$ cat src/rtl/vga_frame_sequencer.sv
// ---------------------------------------------------------------------------
// vga_frame_sequencer
// Frame-level controller for the VGA pixel generator. It opens an update
// window at the start of vertical blanking. In that window it accepts one
// fighter position/pose update over valid/ready. The update is committed
// atomically at the next frame start, so a frame never shows a partial update.
// It also keeps the frame counter, the animation-phase counter and a count of
// stale frames.
//
// Optional feature: define VGA_SEQ_PAUSE_EN to add the 'pause' input. While
// pause is high the window does not open, and the animation phase and the
// stale count hold. The frame counter still runs. A commit that is already
// pending still completes.
//
// Ports:
//   clk, reset        clock, asynchronous active-high reset
//   hCount, vCount    scan position from the sync generator
//   upd_valid/ready   update handshake (ready is high only while the window is open)
//   upd_p1_x, upd_p2_x, upd_p1_pose, upd_p2_pose   update payload
//   p1_x, p2_x, p1_pose, p2_pose                   live (committed) values
//   frame_start, vblank_start, committed           one-cycle pulses
//   frame_count, anim_phase, stale_count           frame statistics
//   pause             (VGA_SEQ_PAUSE_EN only) freeze window and animation
// ---------------------------------------------------------------------------
module vga_frame_sequencer #(
   parameter int unsigned H_TOTAL       = 800,
   parameter int unsigned V_TOTAL       = 525,
   parameter int unsigned V_BLANK_START = 515,
   parameter int unsigned ANIM_DIV      = 8
) (
   input  logic        clk,
   input  logic        reset,
   input  logic [9:0]  hCount,
   input  logic [9:0]  vCount,
`ifdef VGA_SEQ_PAUSE_EN
   input  logic        pause,
`endif
   input  logic        upd_valid,
   output logic        upd_ready,
   input  logic [9:0]  upd_p1_x,
   input  logic [9:0]  upd_p2_x,
   input  logic [2:0]  upd_p1_pose,
   input  logic [2:0]  upd_p2_pose,
   output logic [9:0]  p1_x,
   output logic [9:0]  p2_x,
   output logic [2:0]  p1_pose,
   output logic [2:0]  p2_pose,
   output logic        frame_start,
   output logic        vblank_start,
   output logic        committed,
   output logic [15:0] frame_count,
   output logic [2:0]  anim_phase,
   output logic [7:0]  stale_count
);

   typedef enum logic [1:0] {
      ACTIVE = 2'd0,
      OPEN   = 2'd1,
      HELD   = 2'd2
   } state_t;

   state_t      state;
   logic [9:0]  sh_p1_x;
   logic [9:0]  sh_p2_x;
   logic [2:0]  sh_p1_pose;
   logic [2:0]  sh_p2_pose;
   logic [7:0]  anim_div;

   logic        in_frame;
   logic        start_cond;
   logic        blank_cond;
   logic        handshake;
   logic        pause_c;

`ifdef VGA_SEQ_PAUSE_EN
   assign pause_c = pause;
`else
   assign pause_c = 1'b0;
`endif

   // The range qualifier has no effect for legal counter values.
   assign in_frame   = (hCount < 10'(H_TOTAL)) && (vCount < 10'(V_TOTAL));
   assign start_cond = in_frame && (hCount == 10'd0) && (vCount == 10'd0);
   assign blank_cond = in_frame && (hCount == 10'd0) && (vCount == 10'(V_BLANK_START));
   // upd_ready is a flop that mirrors (state == OPEN), so this has no
   // combinational path from upd_valid to upd_ready.
   assign handshake  = upd_valid && upd_ready;

   // State machine, shadow/live registers and frame counters.
   always_ff @(posedge clk or posedge reset) begin
      if (reset) begin
         state        <= ACTIVE;
         upd_ready    <= 1'b0;
         sh_p1_x      <= '0;
         sh_p2_x      <= '0;
         sh_p1_pose   <= '0;
         sh_p2_pose   <= '0;
         p1_x         <= '0;
         p2_x         <= '0;
         p1_pose      <= '0;
         p2_pose      <= '0;
         frame_start  <= 1'b0;
         vblank_start <= 1'b0;
         committed    <= 1'b0;
         frame_count  <= '0;
         anim_phase   <= '0;
         anim_div     <= '0;
         stale_count  <= '0;
      end else begin
         frame_start  <= start_cond;
         vblank_start <= blank_cond;
         committed    <= 1'b0;

         // The frame counter always runs. The animation divider freezes while paused.
         if (start_cond) begin
            frame_count <= frame_count + 16'd1;
            if (!pause_c) begin
               if (anim_div >= 8'(ANIM_DIV - 1)) begin
                  anim_div   <= '0;
                  anim_phase <= anim_phase + 3'd1;
               end else begin
                  anim_div <= anim_div + 8'd1;
               end
            end
         end

         case (state)
            ACTIVE: begin
               if (start_cond) begin
                  if (!pause_c && (stale_count != 8'hFF))
                     stale_count <= stale_count + 8'd1;
               end else if (blank_cond && !pause_c) begin
                  state     <= OPEN;
                  upd_ready <= 1'b1;
               end
            end

            OPEN: begin
               if (start_cond) begin
                  state     <= ACTIVE;
                  upd_ready <= 1'b0;
                  if (handshake) begin
                     // A late update goes straight to the live registers.
                     p1_x        <= upd_p1_x;
                     p2_x        <= upd_p2_x;
                     p1_pose     <= upd_p1_pose;
                     p2_pose     <= upd_p2_pose;
                     committed   <= 1'b1;
                     stale_count <= '0;
                  end else if (!pause_c && (stale_count != 8'hFF)) begin
                     stale_count <= stale_count + 8'd1;
                  end
               end else if (handshake) begin
                  sh_p1_x    <= upd_p1_x;
                  sh_p2_x    <= upd_p2_x;
                  sh_p1_pose <= upd_p1_pose;
                  sh_p2_pose <= upd_p2_pose;
                  state      <= HELD;
                  upd_ready  <= 1'b0;
               end
            end

            HELD: begin
               if (start_cond) begin
                  p1_x        <= sh_p1_x;
                  p2_x        <= sh_p2_x;
                  p1_pose     <= sh_p1_pose;
                  p2_pose     <= sh_p2_pose;
                  committed   <= 1'b1;
                  stale_count <= '0;
                  state       <= ACTIVE;
               end
            end

            default: begin
               state     <= ACTIVE;
               upd_ready <= 1'b0;
            end
         endcase
      end
   end

endmodule

$ cat config.mk
export PLATFORM = sky130hd
export DESIGN_NAME = vga_frame_sequencer
export DESIGN_NICKNAME = d
export VERILOG_FILES = /design/src/rtl/vga_frame_sequencer.sv
export SDC_FILE = /design/constraint.sdc
export NUM_CORES = 1
export LEC_CHECK = 0
export ABC_AREA = 1
export CORE_ASPECT_RATIO = 1.25
export CORE_MARGIN = 3
export CORE_UTILIZATION = 55
export DETAILED_ROUTE_END_ITERATION = 6
export GPL_ROUTABILITY_DRIVEN = 0
export PLACE_DENSITY_LB_ADDON = 0.3
export SLEW_MARGIN = 20
export SYNTH_ARGS = -nofsm -noshare
export SYNTH_HDL_FRONTEND = slang
export SYNTH_SLANG_ARGS = --single-unit
$ cat constraint.sdc
create_clock -name clk -period 8.1 [get_ports clk]
set_clock_uncertainty 0.2 [all_clocks]
set_input_delay 0.81 -clock clk [delete_from_list [all_inputs] [get_ports clk]]
set_output_delay 0.81 -clock clk [all_outputs]
set_load 0.03 [all_outputs]
==> out/qor.yml, run 1 <==
outcome:
  outcome: "finished, final reports clean"
logic_synthesis:
  synth_nets: 660
  synthXorXnorAreaFrac: 0.02175
  syn_inst: 603
  synth_warnings: 0
  synth-adder-area-share: 0.02071
  yosysSeqAreaShare: 0.4816
  synth_seq_cells: 93
  synth_top_family_by_area: "simple AND/OR/NAND/NOR gates"
  synth-simple-area-share: 0.2967
  synthMuxAreaShare: 0
  netlist_area_um2: 4832
  ys_types: 33
  syn_avg_cell_area_um2: 8.013
  synth_compound_area_frac: 0.08959
pwr:
  p_clk_frac: 0.246
  finalPower_uw: 1375
  p_leak_uw: 0.003114
  p_sw_uw: 509.3
  irDropWorstVdd_v: 0.0001202
  p_seq_frac: 0.438
  p_per_area_nw_per_um2: 223.8
  p_comb_frac: 0.316
  intPower_uw: 865.4
  switching_share: 0.3705
route:
  wl_per_cell_um: 13.17
  dr.first_iter.drc_count: 238
  drt-pass1-iter-count: 5
  drcViolationCount: 0
  viasPerCell: 5.140
  routed-via-count: 4220
  wl_um: 10810
  final_antenna_net_count: 0
timing:
  setup_violations: 0
  max_freq_mhz: 284.3
  rsz0062_at_grt: "no"
  worstMarginPinSlew_ns: 0.9458
  maxSlewViolCount: 0
  hold_ws_ns: 0.2829
  post-route-period-util: 0.4343
  period_minus_slack_ns: 3.518
  setup_tns_ns: 0
  maxSlewHeadroom: 0.3658
  hold_viol_final: 0
clock_tree:
  cts_tree: "yes"
  numCtsBuffers: 9
  post_cts_resized: 0
  path_clk_slew_ns: 0.09
  h-tree-depth: 3
  cts_buffer_depth: 2
  insertion_delay_ns: 0.36
  cts-hold-fix-buffers: 0
  numClockSinks: 93
  cts_root_buf: "clkbuf_8"
  post-cts-setup-buffers: 0
floorplanning:
  ioPinCount: 106
  coreArea_um2: 8379
  die_x_um: 89.84
  start_util: 0.5767
  die_area_um2: 9953
  rows: 37
  fp.dieH_um: 110.8
worst_setup_path:
  crit_type: "in2reg"
  path_max_fanout: 33
  crit_arrival_ns: 3.57
  critPathCaptureType: "flop"
  cp.required_ns: 8.16
  start_kind: "primary input"
cells_and_area:
  fillers: 642
  syn2layout_area_growth_pct: 27.14
  antenna-diode-count: 0
  final_common_cell: "nand2_1"
  drive_gt1_frac: 0.1264
  fin_cells: 821
  nNetsFinal: 757
  final_cell_mix: "188 x nand2_1, 105 x clkdlybuf4s50_1, 93 x dfrtp_1"
global_routing:
  antenna_found_initial: 0
  grt-ovfl-total: 0
  track_usage: 0.2286
  grt_pass1_wl_um: 19100
  grt_max_degree: 61
  grt_pass1_vias: 4374
placed_design:
  io_buffers: 105
  dp_cells: 806
  hpwl_um: 7896
flow_run:
  maxCapViolCount: 0
hold_path:
  hold_class: "reg2reg"
==> critical path, cell delays in order <==
cell             delay [ns]
clkdlybuf4s50_1        0.48
nor2_1                 0.06
nand3_1                0.13
nor2_4                 0.07
a21boi_2               0.75
nand2_1                0.84
o21ai_0                0.43
==> routing by layer <==
| layer | vias up | track usage | part of all wire |
|---|---|---|---|
| li1 | 2086 | - | - |
| met1 | 1976 | 0.2704 | 0.41 |
| met2 | 129 | 0.4036 | 0.52 |
| met3 | 29 | 0.03734 | 0.045 |
| met4 | 0 | 0.1094 | 0.027 |
| met5 | - | 0 | 0 |
==> final timing paths <==
path / start / endpoint / slack (ns) / cells after the start
min in group asynchronous: reset / p2_x[7] / 0.60 / 2
worst min-delay path: sh_p1_x[5] / sh_p1_x[5] / 0.28 / 2
worst max-delay path: vCount[5] / sh_p2_x[0] / 4.58 / 7
worst min register to register: sh_p1_x[5] / sh_p1_x[5] / 0.28 / 2
max in group asynchronous: reset / sh_p2_pose[1] / 5.94 / 3
worst max register to register: state[1] / sh_p2_x[0] / 4.96 / 5
==> stage by stage <==
| stage | util | area, µm² | setup WS, ns |
|---|---|---|---|
| final | 0.7332 | 6143 | 4.582 |
| after floorplan | - | 4832 | 4.670 |
| after global routing | 0.7332 | 6143 | 4.265 |
| after detailed placement | 0.7079 | 5932 | 4.200 |
| after global placement | 0.7079 | 5932 | 4.361 |
| after CTS | 0.7332 | 6143 | 4.553 |
==> Yosys cell counts <==
library cell	n	area [µm²]
a31oi_1	2	12.51
nand4_1	12	75.07
dfrtp_1	93	2327
o21ai_2	22	192.7
nand2_1	188	705.7
buf_6	3	33.78
nor2_2	2	12.51
nand2_2	1	6.260
xor2_1	8	70.07
nor2_8	1	20.02
buf_4	2	15.01
nand3_1	38	190.2
inv_2	26	97.59
nand3_2	17	170.2
nor2_1	44	165.2
and2_1	1	6.260
xnor2_1	4	35.03
nor3_1	9	45.04
nand3b_1	1	7.510
o21ai_0	25	125.1
o21bai_1	1	7.510
a21oi_1	10	50.05
nand2_4	1	11.26
inv_1	58	217.7
o21ai_1	6	30.03
a21boi_1	1	7.510
nor3b_1	1	7.510
clkbuf_1	7	26.28
buf_1	2	7.510
a22oi_1	1	7.510
nor2_4	1	11.26
ha_1	8	100.1
buf_2	7	35.03
==> area by class of cell <==
type	instances	area [µm²]	share of cell area
flip-flops and latches	93	2327	0.3788
multi-input cells	405	2076	0.3379
repair buffers	107	1066	0.1735
inverters	84	316.6	0.05153
well taps	117	146.4	0.02383
clock buffers	10	127.6	0.02077
clock inverters	5	83.83	0.01365
==> cell families after synthesis <==
family | after synthesis
compound gates | 68
xor+xnor | 12
fa+ha+maj | 8
buf+inv | 105
flops | 93
simple gates | 317
==> power by group through the flow <==
stage | registers [µW] | clock network, µW | logic, µW
CTS | 602 | 342 | 437
global placement | 605 | 0 | 413
floorplan | 623 | 0 | 286
global route | 612 | 361 | 499
detailed placement | 609 | 0 | 434
finish | 602 | 338 | 435
==> flip-flops by register name, summed over array words and instances (netlist names) <==
register	count
frame_count	16
p1_x	10
p2_x	10
sh_p1_x	10
sh_p2_x	10
anim_div	8
stale_count	8
anim_phase	3
p1_pose	3
p2_pose	3
sh_p1_pose	3
sh_p2_pose	3
state	2
committed	1
frame_start	1
upd_ready	1
vblank_start	1
Note: power is estimated with default switching activity, not from simulation.
==> run 2: changes to the inputs <==
--- a/config.mk
+++ b/config.mk
@@ -8,7 +8,7 @@
 export ABC_AREA = 1
 export CORE_ASPECT_RATIO = 1.25
 export CORE_MARGIN = 3
-export CORE_UTILIZATION = 55
+export CORE_UTILIZATION = 51
 export DETAILED_ROUTE_END_ITERATION = 6
 export GPL_ROUTABILITY_DRIVEN = 0
 export PLACE_DENSITY_LB_ADDON = 0.3
==> constraint.sdc (replaced) <==
create_clock -name clk -period 3.4 [get_ports clk]
set_clock_uncertainty 0.2 [all_clocks]
set_input_delay 0.34 -clock clk [delete_from_list [all_inputs] [get_ports clk]]
set_output_delay 0.34 -clock clk [all_outputs]
set_load 0.03 [all_outputs]
==> run 2 against run 1 <==
Die area grew 7.4%. Register-to-register slack got worse by 4.2 ns. Sequential power increased by 140%. Power grew to 2.5 times the previous value. Critical path depth up 1. Design area increased by 2.0%. Combinational power rose by 140%. Non-clock buffer count rose by 3. Global-route usage fell by 1.2 points. Setup slack worse by 3.8 ns. Critical endpoint is now p2_x[9]. Largest cell class unchanged. Largest power group unchanged. Highest routed layer unchanged.
==> out/qor.yml, run 2 (synthesized netlist as in run 1, its figures left out) <==
flow_run:
  maxCapViolCount: 0  # unchanged
clock_tree:
  numCtsBuffers: 9  # unchanged
  cts_tree: "yes"
  cts_buffer_depth: 2  # unchanged
  h-tree-depth: 3  # unchanged
  cts-hold-fix-buffers: 0  # unchanged
  post-cts-setup-buffers: 0  # unchanged
  numClockSinks: 93  # unchanged
  insertion_delay_ns: 0.34  # -0.02 ns
  post_cts_resized: 0  # unchanged
  cts_root_buf: "clkbuf_16"
  path_clk_slew_ns: 0.06  # -0.03 ns
timing:
  rsz0062_at_grt: "no"
  maxSlewHeadroom: 0.3717  # +0.005900
  hold_viol_final: 0  # unchanged
  setup_violations: 0  # unchanged
  worstMarginPinSlew_ns: 0.9370  # -0.008798 ns
  period_minus_slack_ns: 2.602
  post-route-period-util: 0.7652
  max_freq_mhz: 384.3
  maxSlewViolCount: 0  # unchanged
  setup_tns_ns: 0  # unchanged
  setup_slack_ns: 0.7982  # -3.784 ns
floorplanning:
  die_x_um: 93.06  # +3.6%
  fp.dieH_um: 114.8  # +3.6%
  coreArea_um2: 9174  # +9.5%
  rows: 39  # +5.4%
  start_util: 0.5267  # -0.04994
  ioPinCount: 106  # unchanged
  die_area_um2: 10690  # +7.4%
cells_and_area:
  antenna-diode-count: 0  # unchanged
  largest_reg_flops: 16  # unchanged
  final_cell_mix: "188 x nand2_1, 105 x clkdlybuf4s50_1, 93 x dfrtp_1"
  final_common_cell: "nand2_1"
  fillers: 758  # +18%
  drive_gt1_frac: 0.1301  # +0.003707
  syn2layout_area_growth_pct: 29.67
  seq_area_um2: 2327  # unchanged
  top_register: "frame_count"
  nNetsFinal: 760  # +0.40%
  multi_input_area_um2: 2076  # unchanged
hold_path:
  hold_class: "in2async"
route:
  wl_um: 11190  # +3.5%
  final_antenna_net_count: 0  # unchanged
  drt-pass1-iter-count: 5  # unchanged
  wl_per_cell_um: 13.48  # +2.4%
  dr.first_iter.drc_count: 196  # -18%
  viasPerCell: 5.151  # +0.20%
  drcViolationCount: 0  # unchanged
  routed-via-count: 4275  # +1.3%
worst_setup_path:
  start_kind: "flop"
  crit_arrival_ns: 2.63  # -0.94 ns
  regToRegEndpoint: "p2_x[9]"
  cp.required_ns: 3.43  # -4.73 ns
  r2r_start: "state[0]"
  critPathCaptureType: "flop"
  crit_type: "reg2reg"
  rrSetupSlack_ns: 0.80  # -4.16 ns
  path_max_fanout: 21  # -36%
  r2r_cells: 8  # +3
pwr:
  irDropWorstVdd_v: 0.0003066  # +160%
  p_per_area_nw_per_um2: 555.5  # +150%
  p_leak_uw: 0.003178  # +2.0%
global_routing:
  grt_pass1_vias: 4191  # -4.2%
  track_usage: 0.2166  # -0.01199
  grt_max_degree: 53  # -13%
  grt_pass1_wl_um: 18840  # -1.4%
  grt-ovfl-total: 0  # unchanged
  antenna_found_initial: 0  # unchanged
placed_design:
  io_buffers: 105  # unchanged
  place_ws_ns: 0.6733  # -3.527 ns
  hpwl_um: 8117  # +2.8%
outcome:
  outcome: "finished, final reports clean"
[run 2: how the worst max path moves through the flow]
stage                          from             to  slack [ns]
after floorplan               reset    anim_div[0]        0.44
after global placement    vCount[0]  sh_p2_pose[1]        0.79
after detailed placement  vCount[2]  sh_p2_pose[1]        0.67
after CTS                  state[0]        p1_x[7]        0.85
after global routing       state[0]        p2_x[6]        0.64
final                      state[0]        p2_x[9]        0.80
[run 2: metal layers]
metal  part of all wire  track usage
met1               0.41       0.2560
met4              0.013      0.08016
met2               0.54       0.3974
met3              0.037      0.03207
met5                  0            0
[run 2: power breakdown]
group / internal (µW) / switching (µW)
logic: 361 / 699
registers: 1290 / 137
clock network: 585 / 404
[run 2: layout make-up]
| type | count | share of cell area |
|---|---|---|
| inverters | 84 | 0.05052 |
| repair buffers | 110 | 0.1757 |
| clock inverters | 4 | 0.007788 |
| multi-input cells | 405 | 0.3313 |
| well taps | 123 | 0.02456 |
| clock buffers | 11 | 0.03874 |
| flip-flops and latches | 93 | 0.3714 |
[run 2: through the flow]
| step | utilization | hold WS [ns] | instance area (µm²) | instances | power [µW] |
|---|---|---|---|---|---|
| after floorplan | - | 0.2417 | 4832 | 603 | 2167 |
| after global placement | 0.6513 | 0.2530 | 5974 | 815 | 2439 |
| after detailed placement | 0.6513 | 0.2650 | 5974 | 815 | 2500 |
| after CTS | 0.6830 | 0.09787 | 6266 | 830 | 3503 |
| after global routing | 0.6830 | 0.1101 | 6266 | 830 | 3710 |
| final | 0.6830 | 0.08334 | 6266 | 830 | 3481 |
[run 2: worst max-delay path, cell delays in order, from the launching register on]
cell and delay (ns):
dfrtp_1 0.42, inv_1 0.11, ha_1 0.59, buf_4 0.38, inv_1 0.39, nand2_1 0.20
nand3_2 0.09, o21ai_2 0.08, inv_2 0.03
